--- config.mk ---
export PLATFORM = sky130hd
export DESIGN_NAME = fwd_hazard_unit_flat
export DESIGN_NICKNAME = d
export VERILOG_FILES = /design/src/rtl/fwd_hazard_unit_if.sv /design/src/rtl/fwd_hazard_unit.sv /design/src/flat_wrapper.sv
export SDC_FILE = /design/constraint.sdc
export NUM_CORES = 1
export LEC_CHECK = 0
export ABC_AREA = 1
export BUFFER_PORTS_ARGS = -buffer_cell sky130_fd_sc_hd__buf_2
export CAP_MARGIN = 30
export CORE_UTILIZATION = 30
export DETAILED_ROUTE_END_ITERATION = 6
export PLACE_DENSITY = 0.51
export REMOVE_ABC_BUFFERS = 1
export SLEW_MARGIN = 40
export SYNTH_ARGS = -nofsm -noshare
export SYNTH_HDL_FRONTEND = slang
export SYNTH_SLANG_ARGS = --single-unit
--- constraint.sdc ---
create_clock -name clk_i -period 2.5 [get_ports clk_i]
set_clock_uncertainty 0.15 [all_clocks]
set_input_delay 0.5 -clock clk_i [delete_from_list [all_inputs] [get_ports clk_i]]
set_output_delay 0.5 -clock clk_i [all_outputs]
set_load 0.1 [all_outputs]
--- src/rtl/fwd_hazard_unit_if.sv ---
// Pipeline-side bundle for fwd_hazard_unit: hazard inputs from the ID/EX, EX/MEM and
// MEM/WB registers plus the forwarding selects, stall controls and statistics it returns.
interface fwd_hazard_unit_if #(
  parameter int REG_AW  = 5,
  parameter int NUM_SRC = 2,
  parameter int CNT_W   = 16
);
  logic [NUM_SRC*REG_AW-1:0] id_src_addr_i;
  logic [NUM_SRC-1:0]        id_src_used_i;
  logic [NUM_SRC*REG_AW-1:0] ex_src_addr_i;
  logic                      idex_memread_i;
  logic [REG_AW-1:0]         idex_rd_i;
  logic                      exmem_regwrite_i;
  logic [REG_AW-1:0]         exmem_rd_i;
  logic                      memwb_regwrite_i;
  logic [REG_AW-1:0]         memwb_rd_i;
  logic                      flush_i;
  logic                      clr_cnt_i;
  logic [2*NUM_SRC-1:0]      fwd_sel_o;
  logic                      pc_write_o;
  logic                      ifid_write_o;
  logic                      idex_bubble_o;
  logic                      stall_busy_o;
  logic [CNT_W-1:0]          fwd_cnt_o;
  logic [CNT_W-1:0]          stall_cnt_o;

  modport master (
    output id_src_addr_i, id_src_used_i, ex_src_addr_i, idex_memread_i, idex_rd_i,
           exmem_regwrite_i, exmem_rd_i, memwb_regwrite_i, memwb_rd_i, flush_i, clr_cnt_i,
    input  fwd_sel_o, pc_write_o, ifid_write_o, idex_bubble_o, stall_busy_o,
           fwd_cnt_o, stall_cnt_o
  );

  modport slave (
    input  id_src_addr_i, id_src_used_i, ex_src_addr_i, idex_memread_i, idex_rd_i,
           exmem_regwrite_i, exmem_rd_i, memwb_regwrite_i, memwb_rd_i, flush_i, clr_cnt_i,
    output fwd_sel_o, pc_write_o, ifid_write_o, idex_bubble_o, stall_busy_o,
           fwd_cnt_o, stall_cnt_o
  );
endinterface

--- src/rtl/fwd_hazard_unit.sv ---
// Operand forwarding, load-use stall sequencing and saturating forward/stall statistics
// for the pipelined CPU.
module fwd_hazard_unit #(
  parameter int REG_AW     = 5,
  parameter int NUM_SRC    = 2,
  parameter int LOAD_STALL = 1,
  parameter int CNT_W      = 16
) (
  input  logic             clk_i,
  input  logic             rst_i,
  fwd_hazard_unit_if.slave bus
);

  typedef enum logic {IDLE = 1'b0, STALL = 1'b1} state_e;

  state_e               state_q;
  logic [2:0]           rem_q;
  logic                 busy_q;
  logic [2*NUM_SRC-1:0] fwdSel;
  logic                 anyFwd;
  logic                 loadUseHit;
  logic                 stall;
  logic [CNT_W-1:0]     fwdCnt_q, fwdCnt_d;
  logic [CNT_W-1:0]     stallCnt_q, stallCnt_d;

  always_comb begin
    fwdSel = '0;
    for (int k = 0; k < NUM_SRC; k++) begin
      if (bus.exmem_regwrite_i && (bus.exmem_rd_i != '0) &&
          (bus.exmem_rd_i == bus.ex_src_addr_i[k*REG_AW +: REG_AW])) begin
        fwdSel[2*k +: 2] = 2'b10;
      end else if (bus.memwb_regwrite_i && (bus.memwb_rd_i != '0) &&
                   (bus.memwb_rd_i == bus.ex_src_addr_i[k*REG_AW +: REG_AW])) begin
        fwdSel[2*k +: 2] = 2'b01;
      end
    end
  end

  assign anyFwd = |fwdSel;

  always_comb begin
    loadUseHit = 1'b0;
    for (int k = 0; k < NUM_SRC; k++) begin
      if (bus.id_src_used_i[k] && (bus.id_src_addr_i[k*REG_AW +: REG_AW] == bus.idex_rd_i)) begin
        loadUseHit = 1'b1;
      end
    end
    if (!bus.idex_memread_i || (bus.idex_rd_i == '0)) begin
      loadUseHit = 1'b0;
    end
  end

  // Reset gates the stall so the pipeline enables release without waiting for an edge.
  assign stall = !rst_i && !bus.flush_i &&
                 (((state_q == IDLE) && loadUseHit) || (state_q == STALL));

  always_ff @(posedge clk_i or posedge rst_i) begin
    if (rst_i) begin
      state_q <= IDLE;
      rem_q   <= 3'd0;
      busy_q  <= 1'b0;
    end else begin
      case (state_q)
        IDLE: begin
          if ((LOAD_STALL > 1) && loadUseHit && !bus.flush_i) begin
            state_q <= STALL;
            rem_q   <= 3'(LOAD_STALL - 1);
            busy_q  <= 1'b1;
          end
        end
        STALL: begin
          if (bus.flush_i || (rem_q <= 3'd1)) begin
            state_q <= IDLE;
            rem_q   <= 3'd0;
            busy_q  <= 1'b0;
          end else begin
            rem_q <= rem_q - 3'd1;
          end
        end
        default: begin
          state_q <= IDLE;
          rem_q   <= 3'd0;
          busy_q  <= 1'b0;
        end
      endcase
    end
  end

  always_comb begin
    fwdCnt_d   = fwdCnt_q;
    stallCnt_d = stallCnt_q;
    if (bus.clr_cnt_i) begin
      fwdCnt_d   = '0;
      stallCnt_d = '0;
    end else begin
      if (anyFwd && (fwdCnt_q != '1)) begin
        fwdCnt_d = fwdCnt_q + 1'b1;
      end
      if (stall && (stallCnt_q != '1)) begin
        stallCnt_d = stallCnt_q + 1'b1;
      end
    end
  end

  always_ff @(posedge clk_i or posedge rst_i) begin
    if (rst_i) begin
      fwdCnt_q   <= '0;
      stallCnt_q <= '0;
    end else begin
      fwdCnt_q   <= fwdCnt_d;
      stallCnt_q <= stallCnt_d;
    end
  end

  assign bus.fwd_sel_o     = fwdSel;
  assign bus.pc_write_o    = !stall;
  assign bus.ifid_write_o  = !stall;
  assign bus.idex_bubble_o = stall;
  assign bus.stall_busy_o  = busy_q;
  assign bus.fwd_cnt_o     = fwdCnt_q;
  assign bus.stall_cnt_o   = stallCnt_q;

endmodule

--- src/flat_wrapper.sv ---
// flat-port wrapper written by rule: the top's interface ports become plain ports
module fwd_hazard_unit_flat 
#(
  parameter int REG_AW     = 5,
  parameter int NUM_SRC    = 2,
  parameter int LOAD_STALL = 1,
  parameter int CNT_W      = 16
)
  (clk_i, rst_i, bus_id_src_addr_i, bus_id_src_used_i, bus_ex_src_addr_i, bus_idex_memread_i, bus_idex_rd_i, bus_exmem_regwrite_i, bus_exmem_rd_i, bus_memwb_regwrite_i, bus_memwb_rd_i, bus_flush_i, bus_clr_cnt_i, bus_fwd_sel_o, bus_pc_write_o, bus_ifid_write_o, bus_idex_bubble_o, bus_stall_busy_o, bus_fwd_cnt_o, bus_stall_cnt_o);
  fwd_hazard_unit_if #(.REG_AW(REG_AW), .NUM_SRC(NUM_SRC), .CNT_W(CNT_W)) bus_i ();
  input  logic clk_i;
  input  logic rst_i;
  input wire logic [$bits(bus_i.id_src_addr_i)-1:0] bus_id_src_addr_i;
  input wire logic [$bits(bus_i.id_src_used_i)-1:0] bus_id_src_used_i;
  input wire logic [$bits(bus_i.ex_src_addr_i)-1:0] bus_ex_src_addr_i;
  input wire logic [$bits(bus_i.idex_memread_i)-1:0] bus_idex_memread_i;
  input wire logic [$bits(bus_i.idex_rd_i)-1:0] bus_idex_rd_i;
  input wire logic [$bits(bus_i.exmem_regwrite_i)-1:0] bus_exmem_regwrite_i;
  input wire logic [$bits(bus_i.exmem_rd_i)-1:0] bus_exmem_rd_i;
  input wire logic [$bits(bus_i.memwb_regwrite_i)-1:0] bus_memwb_regwrite_i;
  input wire logic [$bits(bus_i.memwb_rd_i)-1:0] bus_memwb_rd_i;
  input wire logic [$bits(bus_i.flush_i)-1:0] bus_flush_i;
  input wire logic [$bits(bus_i.clr_cnt_i)-1:0] bus_clr_cnt_i;
  output wire logic [$bits(bus_i.fwd_sel_o)-1:0] bus_fwd_sel_o;
  output wire logic [$bits(bus_i.pc_write_o)-1:0] bus_pc_write_o;
  output wire logic [$bits(bus_i.ifid_write_o)-1:0] bus_ifid_write_o;
  output wire logic [$bits(bus_i.idex_bubble_o)-1:0] bus_idex_bubble_o;
  output wire logic [$bits(bus_i.stall_busy_o)-1:0] bus_stall_busy_o;
  output wire logic [$bits(bus_i.fwd_cnt_o)-1:0] bus_fwd_cnt_o;
  output wire logic [$bits(bus_i.stall_cnt_o)-1:0] bus_stall_cnt_o;
  assign bus_i.id_src_addr_i = bus_id_src_addr_i;
  assign bus_i.id_src_used_i = bus_id_src_used_i;
  assign bus_i.ex_src_addr_i = bus_ex_src_addr_i;
  assign bus_i.idex_memread_i = bus_idex_memread_i;
  assign bus_i.idex_rd_i = bus_idex_rd_i;
  assign bus_i.exmem_regwrite_i = bus_exmem_regwrite_i;
  assign bus_i.exmem_rd_i = bus_exmem_rd_i;
  assign bus_i.memwb_regwrite_i = bus_memwb_regwrite_i;
  assign bus_i.memwb_rd_i = bus_memwb_rd_i;
  assign bus_i.flush_i = bus_flush_i;
  assign bus_i.clr_cnt_i = bus_clr_cnt_i;
  assign bus_fwd_sel_o = bus_i.fwd_sel_o;
  assign bus_pc_write_o = bus_i.pc_write_o;
  assign bus_ifid_write_o = bus_i.ifid_write_o;
  assign bus_idex_bubble_o = bus_i.idex_bubble_o;
  assign bus_stall_busy_o = bus_i.stall_busy_o;
  assign bus_fwd_cnt_o = bus_i.fwd_cnt_o;
  assign bus_stall_cnt_o = bus_i.stall_cnt_o;
  fwd_hazard_unit #(.REG_AW(REG_AW), .NUM_SRC(NUM_SRC), .LOAD_STALL(LOAD_STALL), .CNT_W(CNT_W)) u_core (.clk_i(clk_i), .rst_i(rst_i), .bus(bus_i));
endmodule
Word-level counts from Yosys, hierarchy flattened
Cells that the tools add are included.
{"block": "word_totals", "register_bits": 36, "word_cells": 57, "out_inout_bits": 40}
{"block": "op_classes", "n_eq_ne": 8, "muxes": 14, "addsub": 3, "order_cmp": 1, "reduce_logical": 26, "n_bitwise": 1}
{"op": "$mux 16", "count": 4}
{"op": "$add 16x1->16 const B", "count": 2}
{"op": "$ne 16x16->1 const B", "count": 2}
{"op": "$eq 5x5->1", "count": 6}
{"op": "$logic_and 1x1->1", "count": 13}
{"op": "$reduce_bool 5->1", "count": 2}
{"op": "$mux 1", "count": 7}
{"op": "$logic_not 5->1", "count": 1}
{"op": "$logic_not 1->1", "count": 4}
{"op": "$mux 2", "count": 2}
{"op": "$reduce_bool 2->1", "count": 2}
{"op": "$reduce_or 4->1", "count": 1}
{"op": "$le 3x1->1 const B", "count": 1}
{"op": "$logic_or 1x1->1", "count": 3}
{"op": "$mux 3", "count": 1}
{"op": "$sub 3x1->3 const B", "count": 1}
{"op": "$not 1->1", "count": 1}

Longest topological paths before layout
{"block": "depth", "ltp_word": 11, "ltp_mapped": 13}

Worst setup path after synthesis
No wires, ideal clock.
{"block": "synth_path", "kind": "input to output", "start": "input bus_exmem_rd_i[0]", "end": "output bus_fwd_sel_o[0]", "stages": 5, "slack_ns": -1.575, "arrival_time_ns": 3.425, "required_time_ns": 1.850, "cell_sequence": "nor2_1 -> nand3_1 -> o21ai_0 -> nor2_1 -> nor3_1"}
{"block": "synth_between", "elab_chain_cells": 4, "word_cells_on_any_way": 5, "cone_classes": "eq/ne: 1; mux: 1; reduce/logical: 3"}
{"element": "from (decl)", "line": "flat_wrapper.sv:19", "source": "input wire logic [$bits(bus_i.exmem_rd_i)-1:0] bus_exmem_rd_i;"}
{"element": "$reduce_bool 5->1", "line": "fwd_hazard_unit.sv:29", "source": "if (bus.exmem_regwrite_i && (bus.exmem_rd_i != '0) &&"}
{"element": "$logic_and 1x1->1", "line": "fwd_hazard_unit.sv:29"}
{"element": "$logic_and 1x1->1 *", "line": "fwd_hazard_unit.sv:29"}
{"element": "$mux 2 *", "line": "fwd_hazard_unit.sv:29"}
{"element": "to (decl)", "line": "flat_wrapper.sv:24", "source": "output wire logic [$bits(bus_i.fwd_sel_o)-1:0] bus_fwd_sel_o;"}
Mark *: on every way between the ends. The rest lies on a longest branch, timed or not.

Final worst setup path
{"block": "layout_path", "start": "input bus_exmem_rd_i[0]", "end": "output bus_fwd_sel_o[2]"}
Same word-level chain as after synthesis.

==> metrics.md <==
| Metric | Value |
|---|---|
| Status | `complete, no violations` |
| Synth area leader | `dfrtp_1` |
| Max VDD drop | `0.000142 V` |
| Gr ovfl total | `0` |
| Core area | `9370 um2` |
| Area contributors post-synth | `dfrtp_1, nand2_1, nand3_1, inv_1, nor2_1` |
| Synthesis-to-layout area growth | `25.3%` |
| Post-synthesis cell type count | `33` |
| Synthesized area | `2940 um2` |
| Overall Power | `1.32 mW` |
| Min-Delay Path Class | `in -> async` |
| Post-synth EDFFs | `0` |
| Synth Area in Adders | `0.0170` |
| ANT nets after route | `0` |
| GP Congestion | `0.882` |
| Yosys warning total | `0` |
| Worst path bufs/invs | `3` |
| Worst slack, placed | `0.157 ns` |
| Critical Path Max Stage Delay | `0.22 ns` |
| Slowest cell on the critical path | `o21ai_0` |
| Total CTS buffers | `5` |
| CTS tree | `yes` |
| Per-instance average area after synthesis | `6.43 um2` |
| Placed Cells | `661` |
| Flops & latches, synth | `36` |
| Slew Limit Fails | `0` |
| Fin util | `0.394` |
| GRT Util Overall | `0.154` |
| Row count | `35` |
| Remaining DRCs | `0` |
| Post-synthesis mux area share | `0` |
| Post-CTS Setup Inserts | `0` |
| Hold Vio Cnt, Final | `0` |
| Max-cap check violation count | `0` |
| Worst Path Max Fanout | `4` |
| Via density | `4.62` |
| Setup ws final | `0.167 ns` |
| Reg clk slew, reported paths | `0.08 ns` |
| Synth Flop Type | `dfrtp_1` |
| Hold Buf Count CTS | `0` |
| DP HPWL | `5.87 mm` |
| CP Cell Sequence | `buf_2, nor2_1, nand3_1, o21ai_0, nor2_1, nor3_1, buf_4, buf_12` |
| Post-synthesis simple-gate area fraction | `0.457` |
| Drt first pass iters | `4` |
| Arr. time, crit path | `1.68 ns` |
| Commonest cells post-synth | `nand2_1, inv_1, nor2_1, nand3_1, dfrtp_1` |
| Post-synth top area share | `0.306` |
| DIE AREA | `10200 um2` |
| Synth Area in Compound Gates | `0.0285` |
| Design Area, Final | `3690 um2` |
| Clock sinks | `36` |
| Die H | `101 um` |
| Top-count cell post-synth | `nand2_1` |
| Buffers on Ports | `82` |
| Ys async rst share | `1.00` |
| Clock Latency Late Sink | `0.28 ns` |
| Nets | `587` |
| Post-DP Area | `3600 um2` |
| Clk root buf | `clkbuf_8` |
| Main combinational cell family by area after synthesis | `simple AND/OR/NAND/NOR gates` |
| RSZ-0062 raised after global routing | `false` |
| Crit path kind | `in -> out` |
| CP required | `1.85 ns` |
| Die width | `101 um` |
| Post-synthesis sequential area ratio | `0.306` |
| Pwr/cell area | `357 nW/um2` |
| Vias in the first global route | `2788` |
| Initial antenna violation count | `0` |
| Final period utilization | `0.933` |
| Non-Filler Instances | `669` |
| Routed vias | `3089` |
| Final hold slack | `0.0638 ns` |
| Worst path most repeated cell | `nor2_1` |
| Synth Instances | `458` |
| Htree depth | `2` |
| CP delay by family, top | `simple AND/OR/NAND/NOR gates` |
| Largest net degree at the start of global routing | `42` |
| N_diodes | `0` |
| Initial Utilization | `0.314` |
| Drt total wl | `7.74 mm` |
| Layout cells sized above 1 | `0.198` |
| I/O pin count | `84` |
| Final setup violation count | `0` |
| Routed wire per std cell | `11.6 um` |
| Post-CTS sizing | `0` |
| Initial DRC count | `127` |
| Maximum clock rate | `429 MHz` |
| Pleak | `2.13 nW` |
| First-pass GRT wire length | `12.7 mm` |
| Setup_tns | `0 ns` |
| Xor/xnor cell area share of the yosys netlist | `0.0804` |
| Clock buffer depth | `2` |
| CP Launch Type | `input port` |
| Crit path capture type | `primary output` |
| Min Tclk post-route | `2.33 ns` |
-- state kept, by name, indices dropped and copies added, names as in the netlist --
| register | flops |
|---|---|
| u_core.bus.stall_cnt_o | 16 |
| u_core.rem_q | 3 |
| u_core.state_q | 1 |
| u_core.bus.fwd_cnt_o | 16 |
-- final timing paths --
path | from | to | slack (ns) | cells after the start
worst max-delay path | bus_exmem_rd_i[0] | bus_fwd_sel_o[2] | 0.17 | 8
worst min-delay path | rst_i | u_core.bus.stall_cnt_o[12]$_DFFE_PP0P_ | 0.06 | 2
worst max register to register | u_core.bus.stall_cnt_o[0]$_DFFE_PP0P_ | u_core.bus.stall_cnt_o[0]$_DFFE_PP0P_ | 0.42 | 10
worst min register to register | u_core.state_q$_DFF_PP0_ | u_core.rem_q[1]$_DFFE_PP0P_ | 0.35 | 1
max in group asynchronous | rst_i | u_core.bus.fwd_cnt_o[4]$_DFFE_PP0P_ | 1.63 | 3
min in group clk_i | u_core.state_q$_DFF_PP0_ | u_core.rem_q[1]$_DFFE_PP0P_ | 0.35 | 1
-- worst reg2reg max path, stage by stage (launching register included) --
cell,delay [ns]
dfrtp_1,0.41
ha_1,0.21
nand3_1,0.15
nor2_4,0.20
nand3_4,0.12
nor2_4,0.13
nand4_2,0.12
nand3_4,0.17
buf_4,0.20
nand3_1,0.09
nand2_1,0.08
-- layout by cell type, fill, tap and decap left out, types with 2 or more instances in the layout --
master and n:
a21oi_1 3, buf_12 8, buf_2 75, buf_4 6, clkbuf_1 2, clkbuf_8 6
dfrtp_1 36, ha_1 4, inv_1 61, nand2_1 146, nand2_2 4, nand3_1 47
nand3_4 2, nand4_1 23, nand4_2 2, nor2_1 53, nor2_4 2, nor3_1 11
nor3b_1 3, nor4_1 2, o21ai_0 6, o22ai_1 2, xnor2_1 10, xor2_1 17
-- final cells by class --
class / instances / area [um2]
Clock buffer: 8 / 90.1
Fill cell: 1023 / 5680
Inverter: 62 / 233
Multi-Input combinational cell: 345 / 1720
Sequential cell: 36 / 901
Tap cell: 129 / 161
Timing Repair Buffer: 89 / 581
-- report_power, final --
group          switching, mW  internal (mW)  total [mW]
clock network          0.205          0.225       0.430
registers            0.00913          0.589       0.599
logic                  0.205         0.0844       0.290
total                  0.420          0.899        1.32
-- kinds of logic (layout without fill, tap and decap cells) --
family	Yosys count	in the layout
compound gates	15	15
xor+xnor	27	27
fa+ha+maj	4	4
buf+inv	77	159
flops	36	36
other cells	1	1
simple gates	298	298
-- routing by layer --
| metal | track usage | vias to the layer above | share of wire |
|---|---|---|---|
| li1 | - | 1615 | - |
| met1 | 0.206 | 1370 | 0.48 |
| met2 | 0.254 | 98 | 0.46 |
| met3 | 0.0326 | 6 | 0.059 |
| met4 | 0.0357 | 0 | 0.0072 |
| met5 | 0 | - | 0 |
Note: power is estimated with default switching activity, not from simulation.
